## config.mk

```make
export PLATFORM = sky130hd
export DESIGN_NAME = apb_master
export DESIGN_NICKNAME = d
export VERILOG_FILES = /design/src/rtl/apb_pkg.sv /design/src/rtl/apb_master.sv
export SDC_FILE = /design/constraint.sdc
export NUM_CORES = 1
export LEC_CHECK = 0
export CORE_ASPECT_RATIO = 2
export CORE_MARGIN = 2
export CORE_UTILIZATION = 39
export CTS_BUF_LIST = sky130_fd_sc_hd__clkbuf_4 sky130_fd_sc_hd__clkbuf_8
export DETAILED_ROUTE_END_ITERATION = 8
export HOLD_SLACK_MARGIN = 0.08
export PLACE_DENSITY_LB_ADDON = 0.08
export REMOVE_ABC_BUFFERS = 1
export SYNTH_ARGS = -nofsm -noshare
export SYNTH_HDL_FRONTEND = slang
export SYNTH_SLANG_ARGS = --single-unit
```

## constraint.sdc

```tcl
create_clock -name pclk -period 1.75 [get_ports pclk]
set_input_delay 0.35 -clock pclk [delete_from_list [all_inputs] [get_ports pclk]]
set_output_delay 0.35 -clock pclk [all_outputs]
set_load 0.005 [all_outputs]
```

## src/rtl/apb_pkg.sv

```systemverilog
// Shared APB master types: FSM state encoding and transfer direction codes.
// Imported by apb_master.
package apb_pkg;

  typedef enum logic [1:0] {
    ST_IDLE   = 2'd0,
    ST_SETUP  = 2'd1,
    ST_ACCESS = 2'd2,
    ST_RESP   = 2'd3
  } apb_mst_state_t;

  localparam logic APB_WRITE = 1'b1;
  localparam logic APB_READ  = 1'b0;

endpackage

```

## src/rtl/apb_master.sv

```systemverilog
// Single-outstanding APB master: one command in, one response out.
// Optional ACCESS wait-state timeout when APB_MASTER_TIMEOUT_EN is defined.
module apb_master
  import apb_pkg::*;
#(
  parameter int DW      = 32,
  parameter int AW      = 5,
  parameter int TIMEOUT = 16
) (
  input  logic            pclk,
  input  logic            presetn,
  input  logic            i_cmd_valid,
  output logic            o_cmd_ready,
  input  logic            i_cmd_write,
  input  logic [AW-1:0]   i_cmd_addr,
  input  logic [DW-1:0]   i_cmd_wdata,
  input  logic [DW/8-1:0] i_cmd_strb,
  output logic            o_rsp_valid,
  input  logic            i_rsp_ready,
  output logic [DW-1:0]   o_rsp_rdata,
  output logic            o_rsp_err,
  output logic [AW-1:0]   o_paddr,
  output logic            o_pwrite,
  output logic            o_psel,
  output logic            o_penable,
  output logic [DW-1:0]   o_pwdata,
  output logic [DW/8-1:0] o_pstrb,
  input  logic [DW-1:0]   i_prdata,
  input  logic            i_pslverr,
  input  logic            i_pready
);

  apb_mst_state_t state;

  assign o_cmd_ready = (state == ST_IDLE);

`ifdef APB_MASTER_TIMEOUT_EN
  localparam int CW = $clog2(TIMEOUT + 1);
  localparam logic [CW-1:0] CNT_LAST = CW'(TIMEOUT - 1);
  logic [CW-1:0] wait_cnt;
`else
  logic unused_timeout;
  assign unused_timeout = (TIMEOUT > 0);
`endif

  always_ff @(posedge pclk or negedge presetn) begin
    if (!presetn) begin
      state       <= ST_IDLE;
      o_paddr     <= '0;
      o_pwrite    <= 1'b0;
      o_pwdata    <= '0;
      o_pstrb     <= '0;
      o_psel      <= 1'b0;
      o_penable   <= 1'b0;
      o_rsp_valid <= 1'b0;
      o_rsp_rdata <= '0;
      o_rsp_err   <= 1'b0;
`ifdef APB_MASTER_TIMEOUT_EN
      wait_cnt    <= '0;
`endif
    end else begin
      unique case (state)
        ST_IDLE: begin
          if (i_cmd_valid) begin
            o_paddr  <= i_cmd_addr;
            o_pwrite <= i_cmd_write;
            // Reads put no data or strobes on the bus
            o_pwdata <= (i_cmd_write == APB_WRITE) ? i_cmd_wdata : '0;
            o_pstrb  <= (i_cmd_write == APB_WRITE) ? i_cmd_strb : '0;
            o_psel   <= 1'b1;
            state    <= ST_SETUP;
`ifdef APB_MASTER_TIMEOUT_EN
            wait_cnt <= '0;
`endif
          end
        end
        ST_SETUP: begin
          o_penable <= 1'b1;
          state     <= ST_ACCESS;
        end
        ST_ACCESS: begin
          if (i_pready) begin
            o_psel      <= 1'b0;
            o_penable   <= 1'b0;
            o_rsp_valid <= 1'b1;
            o_rsp_err   <= i_pslverr;
            o_rsp_rdata <= (o_pwrite == APB_READ) ? i_prdata : '0;
            state       <= ST_RESP;
          end
`ifdef APB_MASTER_TIMEOUT_EN
          else if (wait_cnt == CNT_LAST) begin
            o_psel      <= 1'b0;
            o_penable   <= 1'b0;
            o_rsp_valid <= 1'b1;
            o_rsp_err   <= 1'b1;
            o_rsp_rdata <= '0;
            state       <= ST_RESP;
          end else begin
            wait_cnt <= wait_cnt + 1'b1;
          end
`endif
        end
        ST_RESP: begin
          if (i_rsp_ready) begin
            o_rsp_valid <= 1'b0;
            state       <= ST_IDLE;
          end
        end
        default: state <= ST_IDLE;
      endcase
    end
  end

endmodule
```

=== Word level (Yosys, flattened, before mapping) ===
Cells that the tools add are included.
W data, S select, Z words.

* Register bits after elaboration: 80
* Bits of input ports: 80
* Output and inout bits: 79
* Word-level logic and storage cells: 40

* Equality and inequality tests: 6
* Multiplexer cells: 14
* Reduce and logical (&&, ||, !) cells: 10

{| class="wikitable"
|+ Operators with widths
! cell !! number
|-
| $mux W32 || 2
|-
| $reduce_and A3 Y1 || 3
|-
| $pmux W2 S4 || 1
|-
| $mux W2 || 3
|-
| $ne A2 B2 Y1 const B || 3
|-
| $pmux W1 S2 || 3
|-
| $reduce_and A2 Y1 || 3
|-
| $reduce_bool A2 Y1 || 3
|-
| $eq A2 B2 Y1 const B || 2
|-
| $mux W1 || 4
|-
| $mux W4 || 1
|-
| $eq A2 B1 Y1 const B || 1
|-
| $logic_not A2 Y1 || 1
|}

=== Depth between registers and ports, before layout ===
Gate-level depths: netlist (run 1).

* Depth in word-level cells: 3
* Depth in mapped cells: 7

=== Worst setup path after synthesis (run 1) ===
Ideal clock, no wire load.

* Kind: flip-flop to flip-flop
* From: register state[0]
* To: register state[1]
* Setup time: 0.128 ns
* Data arrival time: 1.376 ns
* Slack: 0.247 ns
* Stages on the path, launching flop included: 6
* Buffers on the path: 0
* Clock period less this slack: 1.503 ns
* Cell sequence: dfrtp_1 > inv_1 > ha_1 > nor2b_4 > a221oi_4 > mux2_1

* Word-level cells in the longest chain between the ends: 3
* Elaborated cells on any way between the ends: 9

{| class="wikitable"
|+ RTL lines
! item !! line !! source
|-
| start: declaration || apb_master.sv:33 || <nowiki>apb_mst_state_t state;</nowiki>
|-
| start signal: assignment || apb_master.sv:48 || <nowiki>state <= ST_IDLE;</nowiki>
|-
| start signal: assignment || apb_master.sv:71 || <nowiki>state <= ST_SETUP;</nowiki>
|-
| start signal: assignment || apb_master.sv:79 || <nowiki>state <= ST_ACCESS;</nowiki>
|-
| $eq A2 B2 Y1 or $logic_not A2 Y1 (tied branches) || apb_master.sv:62 || <nowiki>unique case (state)</nowiki>
|-
| $ne A2 B2 Y1 (no line) || n/a ||
|-
| $reduce_and A3 Y1 (no line) || n/a ||
|}

Parallel ways exist; a longest one is shown, timed or not.
A chain may end at the register's enable or synchronous reset.

=== Worst setup path in the final report (run 1) ===
* From: register state[0]
* To: output o_cmd_ready

* Word-level cells in the longest chain between the ends: 1

{| class="wikitable"
|+ RTL lines
! item !! line !! source
|-
| $logic_not A2 Y1 || apb_master.sv:35 || <nowiki>assign o_cmd_ready = (state == ST_IDLE);</nowiki>
|-
| end: declaration || apb_master.sv:13 || <nowiki>output logic o_cmd_ready,</nowiki>
|}

Every way passes these cells.

==> results.txt, run 1 <==
* Layout Nets: 589
- In the final layout, the share of cells above drive strength 1 is 0.100.
- Setup slack of the critical path after layout: 0.0921 ns
- Buffers placed on the I/O ports in this run total 158.
- Relative slew slack: 0.760
* Y dimension of the die: 137 um
- Setup slack on the worst reg-to-reg path comes out at 0.16 ns.
* Clock tree from TritonCTS: yes
* Peak VDD IR: 0.000828 V
- By count the netlist is led by sky130_fd_sc_hd__nand2_1, sky130_fd_sc_hd__dfrtp_1, sky130_fd_sc_hd__o21ai_0.
- For the worst flop-to-flop path, the logic depth is 5.
- Run status: completed
- Combined area of the multi-input logic cells: 1290 sq um
- Mean cell area of the mapped netlist: 9.99 sq um
- Number of warnings issued by yosys: 0
- Core Util, Final: 0.627
- Total gr overflow: 0
* Area share of the largest cell type after synthesis: 0.584
- Clock sink count: 80
- Full die area: 9600 sq um
* Area of the mapped netlist: 3430 sq um
- Vias per cell: 4.67
- Across every metal layer, demand over resource in global routing totals 0.187.
* Critical Path Sink Type: output port
* Post-synthesis cell count: 343
* Share of synthesized registers carrying an async set or reset: 1.00
* Die outline width: 70.3 um
* Routed wl met3: 399 um
- The initial utilization of the core area, before any placement, comes to 0.399.
- Buffer type at the clock tree root: sky130_fd_sc_hd__clkbuf_8
* Post-synthesis to final-layout area growth: 57.2%
* Detailed-route wire length: 8550 um
* Final slew viol count: 0
* Placeable Area: 8590 sq um
- Entering global routing, the biggest net connects 49 pins.
* Count of vias placed by the detailed router: 2837
- The startpoint identified for the worst register-to-register timing path is state[1]$_DFFE_PN0P_.
* First-pass GRT wire length: 13800 um
- Timing analysis after detailed placement gives a worst setup slack of 0.0375 ns.
- For the worst setup path, the data required time is 1.40 ns.
- Element type at the critical path start: register
* Worst reg2reg endpoint: state[1]$_DFFE_PN0P_
- Top Metal Used: met4
* Detailed-routed wire length on met2: 4870 um
- Flops & latches, synth: 80
- DR DRC count: 0
- Across the routed clock network, the largest skew measured is 0.00794 ns.
- Count of cell types in the netlist: 24
- Predominant post-synthesis flop cell: sky130_fd_sc_hd__dfrtp_1
* Critical setup path kind: register to output port
- The final hold violation count came to 0.
- Largest cells by area after synthesis: sky130_fd_sc_hd__dfrtp_1, sky130_fd_sc_hd__nand2_1, sky130_fd_sc_hd__o21ai_0, sky130_fd_sc_hd__nand2b_1, sky130_fd_sc_hd__ha_1
- Max H-tree Level: 3
- The count of nets left with antenna violations once routing finished came out at 0.
- In this run, synthesis inferred 0 flip-flops with an integrated enable.
- The clock passes through at most 2 buffers.
- By instance count, the leading cell after synthesis is sky130_fd_sc_hd__nand2_1.
* Maximum frequency from static timing analysis: 603 MHz
- Drt wl/cell: 14.1 um
* Static power due to leakage: 2.38 nW
* Antenna Cells: 0
- Power, Total: 8.37 mW
* Crit share post-route: 0.947
- Summed over all nets, the half-perimeter wirelength after detailed placement is 6380 um.
* TritonCTS Buffers: 9
* Clk Latency, worst-skew pair: 0.35 ns
- The worst path in the final design needs a cycle of 1.66 ns, including I/O delays and setup.
- In this run the count of I/O pins placed on the die edge is 159.
- Setup repair after global routing left no endpoint under its margin.
- The worst hold path belongs to the class input pin to async pin.
- Clock transition at the register clock pins on the worst setup and hold paths after CTS: 0.08 ns
- In the final layout, flip-flops and latches occupy 2000 sq um.
* MaxCap Viol Count: 0
* Weighted congestion reported at the end of routability-driven placement: 0.803
- Along the worst path, the maximum fanout reaches 5.
- Final setup vio count: 0
* M1 wire length: 3150 um
* Number of antenna violations at the first check in global routing: 0
- The share of the Yosys chip area taken by registers is 0.584.
* Filler cells: 779
- Signal arrival time at the worst endpoint: 1.31 ns
- Detailed-router iteration count before antenna repair: 4
- The biggest area contributor in the post-synthesis netlist is sky130_fd_sc_hd__dfrtp_1.
- Power per standard cell area: 1550 nW/um^2
- The first routing iteration left 162 violations.
* Vias in the first global route: 2817
* Pin slew with the least headroom to its limit: 0.360 ns
* # rows: 48
critical path: stages (launching register included):
cell and delay (ns):
sky130_fd_sc_hd__dfrtp_1 0.41, sky130_fd_sc_hd__inv_2 0.13, sky130_fd_sc_hd__ha_4 0.16, sky130_fd_sc_hd__dlygate4sd2_1 0.26
sequential cells by signal, summed over array words and instances (netlist names):
name / flops
state: 2
o_pwdata: 32
o_rsp_valid: 1
o_paddr: 5
o_psel: 1
o_penable: 1
o_pstrb: 4
o_rsp_rdata: 32
o_rsp_err: 1
o_pwrite: 1
cells in the final DEF (no fill, tap or decap), types with 3 or more instances in the layout:
master	count
sky130_fd_sc_hd__mux2_2	6
sky130_fd_sc_hd__clkbuf_8	10
sky130_fd_sc_hd__nand2_1	107
sky130_fd_sc_hd__clkdlybuf4s50_1	156
sky130_fd_sc_hd__inv_1	3
sky130_fd_sc_hd__o21ai_2	8
sky130_fd_sc_hd__ha_1	5
sky130_fd_sc_hd__buf_4	9
sky130_fd_sc_hd__mux2i_1	3
sky130_fd_sc_hd__dfrtp_1	80
sky130_fd_sc_hd__buf_12	4
sky130_fd_sc_hd__o21ai_0	61
sky130_fd_sc_hd__nand2b_1	32
sky130_fd_sc_hd__clkbuf_4	3
power by group:
| part | switching (mW) | leakage (nW) | internal [mW] |
|---|---|---|---|
| logic | 1.48 | 1.25 | 2.28 |
| registers | 0.438 | 1.02 | 2.66 |
| clock network | 0.629 | 0.118 | 0.889 |
through the flow:
step           setup TNS (ns)  cell area (sq um)  instances  hold slack, ns
3_3_place_gp                0               5130        590           0.288
3_5_place_dp                0               5130        590           0.289
4_1_cts                     0               5380        608           0.446
2_1_floorplan          -0.773               3300        321          0.0544
5_1_grt                     0               5390        608           0.463
6_report                    0               5390        608           0.447
cell type report:
cell class                 count  share of cell area
sequential                    80               0.372
tap                          100              0.0232
clock inverter                 3              0.0121
inverter                       5             0.00348
timing repair buffer         171               0.321
multi-input combinational    236               0.239
clock buffer                  13              0.0297
logic make-up after synthesis:
| group | share of synthesized area |
|---|---|
| compound gates | 0.126 |
| fa+ha+maj | 0.0219 |
| mux | 0.0362 |
| flops | 0.584 |
| simple gates | 0.188 |
| buf+inv | 0.0435 |
layer usage:
metal | vias up | GRT usage
met2 | 88 | 0.334
met5 | - | 0
met3 | 9 | 0.0361
li1 | 1432 | -
met4 | 0 | 0.0801
met1 | 1308 | 0.215
worst max-delay path by stage:
stage / start / endpoint / slack, ns / depth (start not counted)
after floorplan: state[0]$_DFFE_PN0P_ / o_paddr[0]$_DFFE_PN0P_ / -0.12 / 4
after global placement: i_pready / o_psel$_DFFE_PN0P_ / 0.06 / 4
after detailed placement: i_cmd_valid / o_pwdata[21]$_DFFE_PN0P_ / 0.04 / 5
after CTS: state[0]$_DFFE_PN0P_ / o_cmd_ready / 0.02 / 3
after global routing: state[0]$_DFFE_PN0P_ / o_cmd_ready / 0.007 / 3
final: state[0]$_DFFE_PN0P_ / o_cmd_ready / 0.09 / 3
repair_timing:
item / in CTS / in global routing
hold buffers: 1 / 0
endpoints found under the hold margin: 25 / 0
gates resized for setup: 3 / 1
buffers inserted: 1 / 0
pin swaps: 0 / 0
setup endpoints to repair: 1 / 1
No activity file was read; power rests on OpenSTA's default activity.
==> inputs of run 2 (changes only) <==
--- a/config.mk
+++ b/config.mk
@@ -13,6 +13,7 @@
 export HOLD_SLACK_MARGIN = 0.08
 export PLACE_DENSITY_LB_ADDON = 0.08
 export REMOVE_ABC_BUFFERS = 1
+export SETUP_SLACK_MARGIN = 0.4
 export SYNTH_ARGS = -nofsm -noshare
 export SYNTH_HDL_FRONTEND = slang
 export SYNTH_SLANG_ARGS = --single-unit
==> run 2 against run 1 <==
Sequential share of layout area down 4.0 points. Design area rose by 12%. Die area stayed put. Largest power group unchanged. Critical path depth is 2 higher. Clock-buffer cell count did not move. Power increased by 12%. Worst hold slack improved by 0.0013 ns. Non-clock buffer count is 33 higher. Via count up 9.7%.
==> results.txt, run 2 (same netlist as run 1, synthesis figures left out) <==
- Filler cells: 686 (-12%)
- Clock tree from TritonCTS: yes
- Iteration-0 DRC Markers: 191 (+18%)
- The I/O pin count was 159 (unchanged).
* TritonCTS Buffers: 9 (unchanged)
* Post-synthesis to final-layout area growth: 76.2%
- Run status: completed
- The placement-stage worst setup slack is 0.0375 ns (unchanged).
* Reg2Reg Launch Point: state[1]$_DFFE_PN0P_
- The register-to-register setup slack was 0.24 ns (+0.08 ns).
* Placed Instances: 590 (unchanged)
* Buffer and inverter count on the worst path: 1 (-1)
- Placeable Area: 8590 sq um (unchanged)
* Maximum frequency from static timing analysis: 663 MHz (+9.9%)
- Count of nets left with antenna violations after detail routing: 0 (unchanged)
- Critical setup path kind: register to register
- Vias in the first global route: 2898 (+2.9%)
- Setup repair after global routing could not meet its margin everywhere.
- Power per standard cell area: 1560 nW/um^2 (+0.25%)
- Detailed-route wire length: 10400 um (+21%)
- Signal arrival time at the worst endpoint: 1.74 ns (+0.43 ns)
- Count of vias placed by the detailed router: 3113 (+9.7%)
- Storage element area: 2000 sq um (unchanged)
- CP max stage delay: 0.41 ns (about the same)
- Worst setup skew after layout: 0.00714 ns (-0.000799 ns)
- Final non-filler cell area: 6030 sq um (+12%)
- Estimated wirelength of the detail-placed design: 6380 um (unchanged)
- The average via count per standard cell was 4.84 (+3.8%).
- The number of H-tree branching levels came to 3 (unchanged).
- Final setup vio count: 0 (unchanged)
* Total gr overflow: 0 (unchanged)
* Initial core utilization: 0.399 (unchanged)
* Port Buffers: 158 (unchanged)
- Maximum fanout encountered on the critical timing path: 4 (-1)
- Crit share post-route: 0.862 (-0.0854)
- The initial antenna violation count came to 0 (unchanged).
- The die width was 70.3 um (unchanged).
* Clock buffer depth: 2 (unchanged)
- Drt wl/cell: 16.1 um (+15%)
- WP depth: 5 (+2)
- # rows: 48 (unchanged)
- Worst reg2reg endpoint: state[1]$_DFFE_PN0P_
- DR DRC count: 0 (unchanged)
* Most frequent cells in the layout: sky130_fd_sc_hd__nand2_1, sky130_fd_sc_hd__dfrtp_1, sky130_fd_sc_hd__clkdlybuf4s50_1
- The final-stage net count came to 624 (+5.9%).
* Worst endpoint required time: 1.99 ns (+0.59 ns)
- Element type at the critical path start: register
- The multi-input logic area was 1530 sq um (+19%).
- The die outline area came to 9600 sq um (unchanged).
- Detailed-router iteration count before antenna repair: 4 (unchanged)
* Fraction of final layout cells with drive strength greater than 1: 0.241 (+0.141)
- Total global routing track utilization: 0.192 (+0.00481)
* Slowest-stage cell, CP: sky130_fd_sc_hd__dfrtp_1
- Total count of hold-check failures in the final report: 0 (unchanged)
* Post-route minimum period: 1.51 ns (-0.149 ns)
- Sequence of cells on the critical path: buf_6, ha_4, nor2b_4, a221oi_4, mux2_4
- Pin slew with the least headroom to its limit: 0.699 ns (+0.338 ns)
- MaxCap Viol Count: 0 (unchanged)
* Dominant delay contributor by cell family on the critical path: flip-flops
- Most common library cell in the layout ignoring fill and taps: sky130_fd_sc_hd__nand2_1
- First-pass GRT wire length: 14200 um (+2.7%)
* Hold/Removal Path Class: input pin to async pin
- The final cell count without fillers is 643 (+5.8%).
- Setup slack of the critical path after layout: 0.242 ns (+0.149 ns)
- The largest net degree at the start of global routing is 49 (unchanged).
- The leakage dissipation was 2.76 nW (+16%).
- Peak VDD IR: 0.000831 V (+0.40%)
* Antenna Cells: 0 (unchanged)
* Clock sink count: 80 (unchanged)
- STA classifies the critical path endpoint as a register.
* Core Util, Final: 0.703 (+0.0755)
- The max-slew violation count is 0 (unchanged).
- The clock latency reported for the late side of the worst-skew pair was 0.35 ns (about the same).
* Buffer type at the clock tree root: sky130_fd_sc_hd__clkbuf_8
- Largest registers: o_pwdata: 32 flops, o_rsp_rdata: 32 flops, o_paddr: 5 flops
- The placer's final routability congestion estimate came to 0.803 (unchanged).
* Y dimension of the die: 137 um (unchanged)
- Placed Area: 5130 sq um (unchanged)
* Clock transition at the register clock pins on the worst setup and hold paths after CTS: 0.08 ns (about the same)
- Relative slew slack: 0.534 (-0.226)
- The count of cells along the worst register-to-register path is 5 (unchanged).
run 2: area by class of cell:
cell class / instances / share of cell area
flip-flops and latches: 80 / 0.332
clock buffers: 13 / 0.0265
inverters: 5 / 0.00352
multi-input cells: 238 / 0.254
well taps: 100 / 0.0207
repair buffers: 204 / 0.353
clock inverters: 3 / 0.0108
run 2: metrics by stage:
| stage | hold slack, ns | setup TNS, ns | power [mW] |
|---|---|---|---|
| detailed placement | 0.289 | 0 | 6.92 |
| floorplan | 0.0544 | -0.773 | 4.54 |
| global placement | 0.288 | 0 | 6.83 |
| global route | 0.465 | 0 | 10.0 |
| CTS | 0.446 | 0 | 8.48 |
| finish | 0.449 | 0 | 9.40 |
run 2: layer usage:
| layer | wire length (um) | GRT usage | up-vias |
|---|---|---|---|
| li1 | - | - | 1510 |
| met1 | 3580 | 0.222 | 1487 |
| met2 | 6110 | 0.339 | 102 |
| met3 | 436 | 0.0368 | 14 |
| met4 | 235 | 0.0876 | 0 |
| met5 | 0 | 0 | - |
run 2: where the power goes:
| part | total, mW | switching [mW] | internal, mW | leakage [nW] |
|---|---|---|---|---|
| Clock | 1.53 | 0.640 | 0.889 | 0.118 |
| Combinational | 4.71 | 1.98 | 2.73 | 1.62 |
| Sequential | 3.16 | 0.497 | 2.66 | 1.02 |
run 2: what timing repair did:
item	4_1_cts	5_1_grt
setup endpoints to repair	158	83
resized for setup	173	104
hold buffers	1	0
hold endpoints to repair	25	0
cloned	0	12
buffers inserted	17	7
pin swaps	5	24
run 2: worst max path at each step:
stage,from,end,slack [ns]
6_report,state[1]$_DFFE_PN0P_,state[1]$_DFFE_PN0P_,0.24
3_3_place_gp,i_pready,o_psel$_DFFE_PN0P_,0.06
5_1_grt,state[1]$_DFFE_PN0P_,state[0]$_DFFE_PN0P_,0.18
2_1_floorplan,state[0]$_DFFE_PN0P_,o_paddr[0]$_DFFE_PN0P_,-0.12
3_5_place_dp,i_cmd_valid,o_pwdata[21]$_DFFE_PN0P_,0.04
4_1_cts,state[0]$_DFFE_PN0P_,o_cmd_ready,0.25
==> inputs of run 3 (changes only) <==
--- a/config.mk
+++ b/config.mk
@@ -5,6 +5,7 @@
 export SDC_FILE = /design/constraint.sdc
 export NUM_CORES = 1
 export LEC_CHECK = 0
+export CAP_MARGIN = 30
 export CORE_ASPECT_RATIO = 2
 export CORE_MARGIN = 2
 export CORE_UTILIZATION = 39
==> results of run 3 <==
The final DEF is identical to that of run 2; final timing and power are the same.
